$ cat src/rtl/fixed_acc.sv
// -----------------------------------------------------------------------------
// fixed_acc
// Streaming saturating accumulator for sign-magnitude fixed-point terms.
// It sums a vector of terms closed by in_last, then presents one saturated
// sign-magnitude result plus an overflow flag until the consumer takes it.
//
// Configuration macro: FIXED_ACC_STEP_SAT_EN
//   defined   : WIDTH+1 bit accumulator, clipped to +/-MAX_MAG after every add
//               (bit-identical to chaining the two-operand saturating adder).
//   undefined : WIDTH+GUARD bit accumulator, saturation applied at output only.
//
// Ports:
//   clk        rising-edge clock
//   rst        asynchronous active-high reset
//   in_valid   term valid
//   in_ready   block can accept a term (high only while accumulating)
//   in_data    sign-magnitude term, bit WIDTH-1 is the sign
//   in_last    term closes the vector (ignored unless in_valid)
//   out_valid  result valid
//   out_ready  consumer accepts the result
//   out_data   saturated sign-magnitude sum
//   out_ovf    overflow occurred for this vector
// -----------------------------------------------------------------------------
module fixed_acc #(
  parameter int WIDTH     = 12,
  parameter int FRAC_BITS = 6,
  parameter int INT_BITS  = 5,
  parameter int GUARD     = 4
) (
  input  logic             clk,
  input  logic             rst,
  input  logic             in_valid,
  output logic             in_ready,
  input  logic [WIDTH-1:0] in_data,
  input  logic             in_last,
  output logic             out_valid,
  input  logic             out_ready,
  output logic [WIDTH-1:0] out_data,
  output logic             out_ovf
);

  // Magnitude width.
  localparam int MW = WIDTH - 1;

`ifdef FIXED_ACC_STEP_SAT_EN
  localparam int AW = WIDTH + 1;
`else
  localparam int AW = WIDTH + GUARD;
`endif

  // All signed arithmetic is carried one bit wider than the accumulator so the
  // raw sum of accumulator and term can never wrap.
  localparam logic signed [AW:0] MAX_MAG = {{(AW - MW + 1){1'b0}}, {MW{1'b1}}};
`ifdef FIXED_ACC_STEP_SAT_EN
  localparam logic signed [AW:0] LIM     = MAX_MAG;
`else
  localparam logic signed [AW:0] LIM     = {2'b00, {(AW - 1){1'b1}}};
`endif
  localparam logic signed [AW:0] NEG_LIM = -LIM;

  if (WIDTH != 1 + INT_BITS + FRAC_BITS || GUARD < 1) begin : g_bad_params
    $error("fixed_acc: WIDTH must equal 1+INT_BITS+FRAC_BITS and GUARD >= 1");
  end

  typedef enum logic {S_ACC, S_OUT} state_t;

  state_t                r_state;
  state_t                w_state_next;
  logic signed [AW-1:0]  r_acc;
  logic                  r_sticky;
  logic [WIDTH-1:0]      r_out_data;
  logic                  r_out_ovf;

  logic                  w_in_fire;
  logic                  w_out_fire;
  logic signed [AW:0]    w_term_pos;
  logic signed [AW:0]    w_term;
  logic signed [AW:0]    w_sum;
  logic signed [AW:0]    w_acc_next;
  logic                  w_clip;
  logic signed [AW:0]    w_abs;
  logic                  w_big;
  logic [MW-1:0]         w_res_mag;
  logic                  w_res_sign;
  logic                  w_res_ovf;

  // Handshake flags are pure functions of state, never of in_valid.
  assign in_ready   = (r_state == S_ACC);
  assign out_valid  = (r_state == S_OUT);
  assign out_data   = r_out_data;
  assign out_ovf    = r_out_ovf;
  assign w_in_fire  = in_valid & in_ready;
  assign w_out_fire = out_valid & out_ready;

  // Sign-magnitude to two's complement; negative zero negates to plain zero.
  assign w_term_pos = {{(AW - MW + 1){1'b0}}, in_data[MW-1:0]};
  assign w_term     = in_data[WIDTH-1] ? -w_term_pos : w_term_pos;
  assign w_sum      = {r_acc[AW-1], r_acc} + w_term;

  // NOTE: every combinational output gets a default first, so no path through
  // the block leaves a variable unassigned and no latch is inferred.
  always_comb begin
    w_acc_next = w_sum;
    w_clip     = 1'b0;
    if (w_sum > LIM) begin
      w_acc_next = LIM;
      w_clip     = 1'b1;
    end else if (w_sum < NEG_LIM) begin
      w_acc_next = NEG_LIM;
      w_clip     = 1'b1;
    end
  end

  // Result conversion of the post-add value, captured on the closing term.
  assign w_abs      = w_acc_next[AW] ? -w_acc_next : w_acc_next;
  assign w_big      = (w_abs > MAX_MAG);
  assign w_res_mag  = w_big ? {MW{1'b1}} : w_abs[MW-1:0];
  assign w_res_sign = w_acc_next[AW] & (w_res_mag != '0);
  assign w_res_ovf  = r_sticky | w_clip | w_big;

  // NOTE: sequential state uses non-blocking assignments so every register
  // samples pre-edge values regardless of process evaluation order.
  always_ff @(posedge clk or posedge rst) begin
    if (rst) r_state <= S_ACC;
    else     r_state <= w_state_next;
  end

  always_comb begin
    w_state_next = r_state;
    case (r_state)
      S_ACC:   if (w_in_fire && in_last) w_state_next = S_OUT;
      S_OUT:   if (w_out_fire)           w_state_next = S_ACC;
      default: w_state_next = S_ACC;
    endcase
  end

  // NOTE: these are plain registers, not memories, so all of them take the
  // asynchronous reset; a reset mid-vector must discard the partial sum.
  always_ff @(posedge clk or posedge rst) begin
    if (rst) begin
      r_acc      <= '0;
      r_sticky   <= 1'b0;
      r_out_data <= '0;
      r_out_ovf  <= 1'b0;
    end else if (w_in_fire) begin
      r_acc    <= w_acc_next[AW-1:0];
      r_sticky <= r_sticky | w_clip;
      if (in_last) begin
        r_out_data <= {w_res_sign, w_res_mag};
        r_out_ovf  <= w_res_ovf;
      end
    end else if (w_out_fire) begin
      // Result handed off: start the next vector from zero.
      r_acc    <= '0;
      r_sticky <= 1'b0;
    end
  end

endmodule
$ cat config.mk
export PLATFORM = sky130hd
export DESIGN_NAME = fixed_acc
export DESIGN_NICKNAME = d
export VERILOG_FILES = /design/src/rtl/fixed_acc.sv
export SDC_FILE = /design/constraint.sdc
export NUM_CORES = 1
export LEC_CHECK = 0
export BUFFER_PORTS_ARGS = -buffer_cell sky130_fd_sc_hd__clkbuf_2
export CORE_MARGIN = 3
export CORE_UTILIZATION = 45
export CTS_CLUSTER_SIZE = 16
export DETAILED_ROUTE_END_ITERATION = 10
export GPL_ROUTABILITY_DRIVEN = 0
export PLACE_DENSITY = 0.66
export SETUP_SLACK_MARGIN = 0.15
export SLEW_MARGIN = 20
export SYNTH_ARGS = -nofsm -noshare
export SYNTH_HDL_FRONTEND = slang
export SYNTH_SLANG_ARGS = --single-unit
$ cat constraint.sdc
create_clock -name clk -period 6.9 [get_ports clk]
set_clock_uncertainty 0.2 [all_clocks]
set_input_delay 1.38 -clock clk [delete_from_list [all_inputs] [get_ports clk]]
set_output_delay 1.38 -clock clk [all_outputs]
set_load 0.01 [all_outputs]
==> impl_metrics.ini, run 1 <==
[run_status]
failing_checks = negative setup slack
run_status = finished with violations

[yosys]
ys_seq_elements = 31
postSynth.asyncResetShare_pct = 100
synthesis.area_um2 = 3280
postSynth.topFlopCell = sky130_fd_sc_hd__dfrtp_1
seq_area_frac_synth_pct = 23.7
yosysWarningCount = 0
post_synth.cell_area_avg_um2 = 7.82
synth.lib_cells_used.distinct = 72
netlist_instances = 419
synth_enable_flop_cells = 0
net_count_after_synthesis = 456

[layout]
antenna_cells = 0
area_delta_synth_final_pct = 47.5
layoutNonFillerInstCount = 668
layout.filler_cells = 550
drive_above_1_share_pct = 40.9
finalNetCount = 609
final_design_area_no_fill_um2 = 4830

[placement]
detailed_place.area_um2 = 4430
placement.io_buffers = 31
placed_cells_incl_taps = 643
post-dp-hpwl_mm = 7.73

[drt]
totalWireLength_mm = 10.2
route.detailed.vias_per_inst = 5.52
wl_per_cell_um = 15.3
dr_total_vias = 3689
detail-route-antenna-nets = 0
dr.first_iter.drc_count = 158
route.detailed.drc = 0
drt-pass1-iter-count = 4

[global_route]
grt_overflow_total = 0
via_count_of_the_first_global_routing_pass = 3545
grt_max_degree = 32
antenna_found_initial = 0
grt_util_all_layers_pct = 24.2
grt_first_pass_wirelength_mm = 16.5

[worst_setup_path]
worst-endpoint-required_ns = 6.85
criticalPathCategory = in -> reg
cp_data_arrival_time_ns = 7.03
critical_path.max_fanout = 8
timing.critical_path.from_type = input pin
worstSetupEndpointType = flop

[clock_tree]
cts.htree.levels = 2
clock_tree.root_cell = sky130_fd_sc_hd__clkbuf_8
hold_buffers = 0
clkLatencyLatePin_ns = 0.29
cts-root-to-sink-buffers = 2
clk_pin_slew_worst_paths_ns = 0.06
clock_tree_from_tritoncts = built
tritoncts_num_sinks = 31
cts-buffers-inserted = 5

[sta]
post-route-period-util_pct = 103
report.final.slew_viol_count = 0
setup_viol = 13
hold_viol_final = 0
grt_setup_unrepaired = yes
post-route-min-period_ns = 7.08
max_clock_freq_ghz = 0.141
slew-limit-headroom_pct = 43.0
max_slew.worst_pin.slew_ns = 0.853
setup_slack_ns = -0.184

[hold_path]
hold_path_class = reg -> reg

[floorplanning]
die-width_um = 91.3
floorplan.core_area_um2 = 6940
num_io_pins = 32
initial_core_util_pct = 47.2
die_h_um = 91.3
placement_rows = 30
fp.dieArea_um2 = 8340

[job]
maxCapViolCount = 0
-- worst max-delay path, cell delays in order --
cell and delay, ns:
sky130_fd_sc_hd__buf_6 0.09, sky130_fd_sc_hd__or4_4 0.52, sky130_fd_sc_hd__or2_4 0.27, sky130_fd_sc_hd__o41ai_4 0.22, sky130_fd_sc_hd__xnor2_1 0.16, sky130_fd_sc_hd__ha_2 0.32
sky130_fd_sc_hd__o21a_1 0.21, sky130_fd_sc_hd__a21oi_4 0.17, sky130_fd_sc_hd__o21a_1 0.17, sky130_fd_sc_hd__buf_4 0.11, sky130_fd_sc_hd__buf_4 0.09, sky130_fd_sc_hd__a21oi_1 0.05
sky130_fd_sc_hd__a211oi_1 0.37, sky130_fd_sc_hd__nand3b_1 0.19, sky130_fd_sc_hd__ha_4 0.34, sky130_fd_sc_hd__nor2_1 0.05, sky130_fd_sc_hd__nor2_2 0.14, sky130_fd_sc_hd__ha_2 0.21
sky130_fd_sc_hd__nor2b_2 0.16, sky130_fd_sc_hd__o21ai_2 0.09, sky130_fd_sc_hd__nor4_4 0.26, sky130_fd_sc_hd__o21ai_2 0.12, sky130_fd_sc_hd__o41ai_2 0.25, sky130_fd_sc_hd__xor2_1 0.10
sky130_fd_sc_hd__or4_4 0.52, sky130_fd_sc_hd__o21ai_4 0.20, sky130_fd_sc_hd__buf_12 0.15, sky130_fd_sc_hd__o211ai_2 0.08
-- placed cells by master (no fill, tap or decap), types with 9 or more instances in the layout --
master / count
sky130_fd_sc_hd__dfrtp_1: 31
sky130_fd_sc_hd__and2_1: 9
sky130_fd_sc_hd__clkbuf_2: 28
sky130_fd_sc_hd__inv_1: 15
sky130_fd_sc_hd__nand2_1: 56
sky130_fd_sc_hd__a21oi_1: 25
sky130_fd_sc_hd__xor2_1: 12
sky130_fd_sc_hd__nor2_1: 36
sky130_fd_sc_hd__o21ai_0: 28
sky130_fd_sc_hd__ha_1: 16
sky130_fd_sc_hd__buf_4: 133
sky130_fd_sc_hd__xnor2_1: 22
sky130_fd_sc_hd__nor3_1: 10
-- synth_stat cells, drive strengths merged (5+ instances only) --
cell type / instances / area share (%)
nor2: 38 / 4.6
nand2: 58 / 6.7
and2: 10 / 1.9
o31a: 5 / 1.3
or4: 5 / 1.3
a21oi: 31 / 5.0
inv: 17 / 1.9
ha: 19 / 7.3
o21a: 5 / 1.2
dfrtp: 31 / 24
o211ai: 8 / 2.9
xor2: 13 / 3.5
a31oi: 7 / 1.3
xnor2: 23 / 6.4
a211oi: 7 / 1.8
buf: 8 / 1.2
a21o: 5 / 1.2
clkbuf: 12 / 1.4
o21ai: 35 / 5.8
nand3: 6 / 1.1
nor3: 15 / 2.6
nand4: 5 / 0.95
-- area by class of cell --
type | instances | area (um2) | area share, %
Tap cell | 96 | 120 | 2.49
Clock buffer | 6 | 72.6 | 1.50
Sequential cell | 31 | 776 | 16.0
Timing Repair Buffer | 166 | 1200 | 24.9
Inverter | 17 | 68.8 | 1.42
Clock inverter | 1 | 30.0 | 0.621
Multi-Input combinational cell | 351 | 2560 | 53.0
-- registers in the layout, summed over array words and instances, names as in the netlist --
name / cells
out_data: 12
r_sticky: 1
out_valid: 1
out_ovf: 1
r_acc: 16
-- final timing paths --
kind | start | end | slack, ns | cells after the start
max | in_data[3] | out_data[0] | -0.18 | 28
min | r_sticky | r_sticky | 0.27 | 2
max reg2reg | r_acc[0] | out_data[0] | 1.11 | 23
min reg2reg | r_sticky | r_sticky | 0.27 | 2
max in group asynchronous | rst | r_acc[15] | 5.25 | 3
min in group asynchronous | rst | r_acc[2] | 0.96 | 3
-- per-layer routing --
metal  share of wire, %  vias up  global-route usage (%)
met1                 46     1741                    31.4
li1                   -     1824                       -
met2                 49      101                    40.8
met4                2.0        0                    8.17
met5                  0        -                       0
met3                3.8       23                    3.81
-- repair_timing --
| item | CTS | global route |
|---|---|---|
| pin swaps | 14 | 12 |
| setup buffers | 15 | 3 |
| gates resized for setup | 13 | 21 |
| setup endpoints to repair | 13 | 13 |
-- stage by stage --
stage / TNS (ns) / worst slack, ns / hold slack [ns] / util (%)
after floorplan: -8.31 / -0.690 / 0.232 / -
after global placement: -8.23 / -0.669 / 0.259 / 63.8
after detailed placement: -9.63 / -0.777 / 0.260 / 63.8
after CTS: -1.28 / -0.129 / 0.278 / 67.8
after global routing: -5.24 / -0.425 / 0.315 / 69.6
final: -2.11 / -0.184 / 0.273 / 69.6
-- logic make-up (layout without fill, tap and decap cells) --
logic type      after synthesis  in the layout  share of synthesized area (%)
compound gates              135            135                           29.6
flops                        31             31                           23.7
simple gates                158            158                           23.8
mux                           2              2                          0.611
fa+ha+maj                    20             20                           7.87
buf+inv                      37            190                           4.54
xor+xnor                     36             36                           9.85
Power of run 1 is not shown: default switching activity piles up to over one toggle a cycle in this logic, so the estimate is an artifact.
==> inputs of run 2 (changes only) <==
--- a/config.mk
+++ b/config.mk
@@ -17,3 +17,4 @@
 export SYNTH_ARGS = -nofsm -noshare
 export SYNTH_HDL_FRONTEND = slang
 export SYNTH_SLANG_ARGS = --single-unit
+export TNS_END_PERCENT = 1
==> constraint.sdc (replaced) <==
create_clock -name clk -period 6.9 [get_ports clk]
set_clock_uncertainty 0.2 [all_clocks]
set_input_delay 0.69 -clock clk [delete_from_list [all_inputs] [get_ports clk]]
set_output_delay 0.69 -clock clk [all_outputs]
set_load 0.01 [all_outputs]
==> run 2 against run 1 <==
The run now ends clean. Non-clock buffer count decreased by 76. Via count decreased by 8.1%. Critical path depth unchanged. Utilization fell by 9.0 points. Maximum frequency rose by 7.3%. Global-route usage fell by 1.1 points. Worst hold slack worse by 0.017 ns. Register-to-register slack lost 0.23 ns. Critical endpoint unchanged.
==> impl_metrics.ini, run 2 (synthesis gave the netlist of run 1 again) <==
[drt]
dr.first_iter.drc_count = 155
route.detailed.vias_per_inst = 5.72
wl_per_cell_um = 16.3
dr_total_vias = 3391
totalWireLength_mm = 9.65
drt-pass1-iter-count = 5
route.detailed.drc = 0
detail-route-antenna-nets = 0

[sta]
max_slew.worst_pin.slew_ns = 0.829
report.final.slew_viol_count = 0
post-route-min-period_ns = 6.60
max_clock_freq_ghz = 0.151
slew-limit-headroom_pct = 44.6
setup_viol = 0
post-route-period-util_pct = 95.7
grt_setup_unrepaired = yes
hold_viol_final = 0

[worst_setup_path]
cp_data_arrival_time_ns = 6.56
slowest_cell_on_crit_path = sky130_fd_sc_hd__or4_4
worst-endpoint-required_ns = 6.85
timing.critical_path.from_type = input pin
critical_path_buf_inv_count = 4
max_stage_delay_ns = 0.52
criticalPathCategory = in -> reg
critical_path.max_fanout = 13
worstSetupEndpointType = flop
cp_common_cell = sky130_fd_sc_hd__or4_4
cp_top_family = simple AND/OR/NAND/NOR gates

[clock_tree]
clock_tree.root_cell = sky130_fd_sc_hd__clkbuf_8
clock_tree_from_tritoncts = built
clkLatencyLatePin_ns = 0.30
cts-buffers-inserted = 5
cts-root-to-sink-buffers = 2
hold_buffers = 0
cts.htree.levels = 2
tritoncts_num_sinks = 31
clk_pin_slew_worst_paths_ns = 0.08

[layout]
drive_above_1_share_pct = 30.8
antenna_cells = 0
finalNetCount = 533
layout.filler_cells = 628
largest-register = r_acc
largest_register_ff_count = 16
area_delta_synth_final_pct = 28.3
layoutNonFillerInstCount = 593
layout.cells.most_common_list = sky130_fd_sc_hd__nand2_1, sky130_fd_sc_hd__buf_4, sky130_fd_sc_hd__nor2_1, sky130_fd_sc_hd__clkbuf_2, sky130_fd_sc_hd__dfrtp_1

[global_route]
antenna_found_initial = 0
grt_first_pass_wirelength_mm = 15.7
via_count_of_the_first_global_routing_pass = 3230
grt_overflow_total = 0
grt_util_all_layers_pct = 23.1
grt_max_degree = 32

[run_status]
run_status = finished, final reports clean

[floorplanning]
floorplan.core_area_um2 = 6940
die-width_um = 91.3
die_h_um = 91.3
fp.dieArea_um2 = 8340
num_io_pins = 32
initial_core_util_pct = 47.2
placement_rows = 30

[hold_path]
hold_path_class = in -> async

[placement]
placement.io_buffers = 31
post-dp-hpwl_mm = 7.30
placed_cells_incl_taps = 576

[job]
maxCapViolCount = 0
==> run 2: final timing paths <==
path | startpoint | end | slack (ns) | cells after the start
worst max register to register | r_acc[0] | out_data[0] | 0.88 | 23
worst max-delay path | in_data[0] | out_data[0] | 0.30 | 28
worst min register to register | r_sticky | r_sticky | 0.29 | 2
max in group asynchronous | rst | out_data[1] | 5.93 | 3
min in group clk | r_sticky | r_sticky | 0.29 | 2
worst min-delay path | rst | r_acc[4] | 0.26 | 3
==> run 2: worst register-to-register path, stage by stage (launching register included) <==
cell and delay [ns]:
sky130_fd_sc_hd__dfrtp_1 0.36, sky130_fd_sc_hd__ha_1 0.17, sky130_fd_sc_hd__inv_1 0.05, sky130_fd_sc_hd__fa_1 0.40, sky130_fd_sc_hd__nand2b_4 0.17, sky130_fd_sc_hd__a21bo_4 0.24
sky130_fd_sc_hd__a21boi_2 0.17, sky130_fd_sc_hd__or2_2 0.13, sky130_fd_sc_hd__o2111ai_1 0.10, sky130_fd_sc_hd__or4_2 0.57, sky130_fd_sc_hd__or4_4 0.49, sky130_fd_sc_hd__nand3b_1 0.15
sky130_fd_sc_hd__ha_4 0.25, sky130_fd_sc_hd__buf_6 0.16, sky130_fd_sc_hd__nor3_4 0.19, sky130_fd_sc_hd__and3_4 0.21, sky130_fd_sc_hd__or3b_4 0.40, sky130_fd_sc_hd__nor2_4 0.13
sky130_fd_sc_hd__a21oi_2 0.07, sky130_fd_sc_hd__o32a_1 0.34, sky130_fd_sc_hd__or4_4 0.52, sky130_fd_sc_hd__o21ai_4 0.17, sky130_fd_sc_hd__buf_12 0.15, sky130_fd_sc_hd__o211ai_2 0.08
==> run 2: stage by stage <==
stage          setup WS [ns]  instance area (um2)  utilization [%]    TNS, ns  hold slack [ns]
2_1_floorplan      -0.000259                 3370                -  -0.000259            0.232
3_3_place_gp         -0.0594                 3930             56.6     -0.372            0.263
3_5_place_dp          -0.132                 3930             56.6      -1.39            0.258
4_1_cts                0.159                 4040             58.2          0            0.275
5_1_grt               0.0535                 4210             60.6          0            0.299
6_report               0.296                 4210             60.6          0            0.256
==> run 2: per-layer routing <==
metal / track usage (%) / vias up / routed length (um)
li1: - / 1670 / -
met5: 0 / - / 0
met1: 32.3 / 1610 / 4540
met2: 36.5 / 96 / 4480
met4: 7.79 / 0 / 130
met3: 3.31 / 15 / 507
==> run 2: area by class of cell <==
type,count,area (um2),area share [%]
Clock buffer,7,96.3,2.29
Clock inverter,1,7.51,0.179
Inverter,17,63.8,1.52
Sequential cell,31,776,18.4
Timing Repair Buffer,90,614,14.6
Multi-Input combinational cell,351,2530,60.1
Tap cell,96,120,2.86
==> run 2: what timing repair did <==
item,in CTS,in global routing
buffers inserted,1,8
setup endpoints to repair,7,13
pin swaps,1,16
gates resized for setup,1,18
Power of run 2 is left out for the same reason.
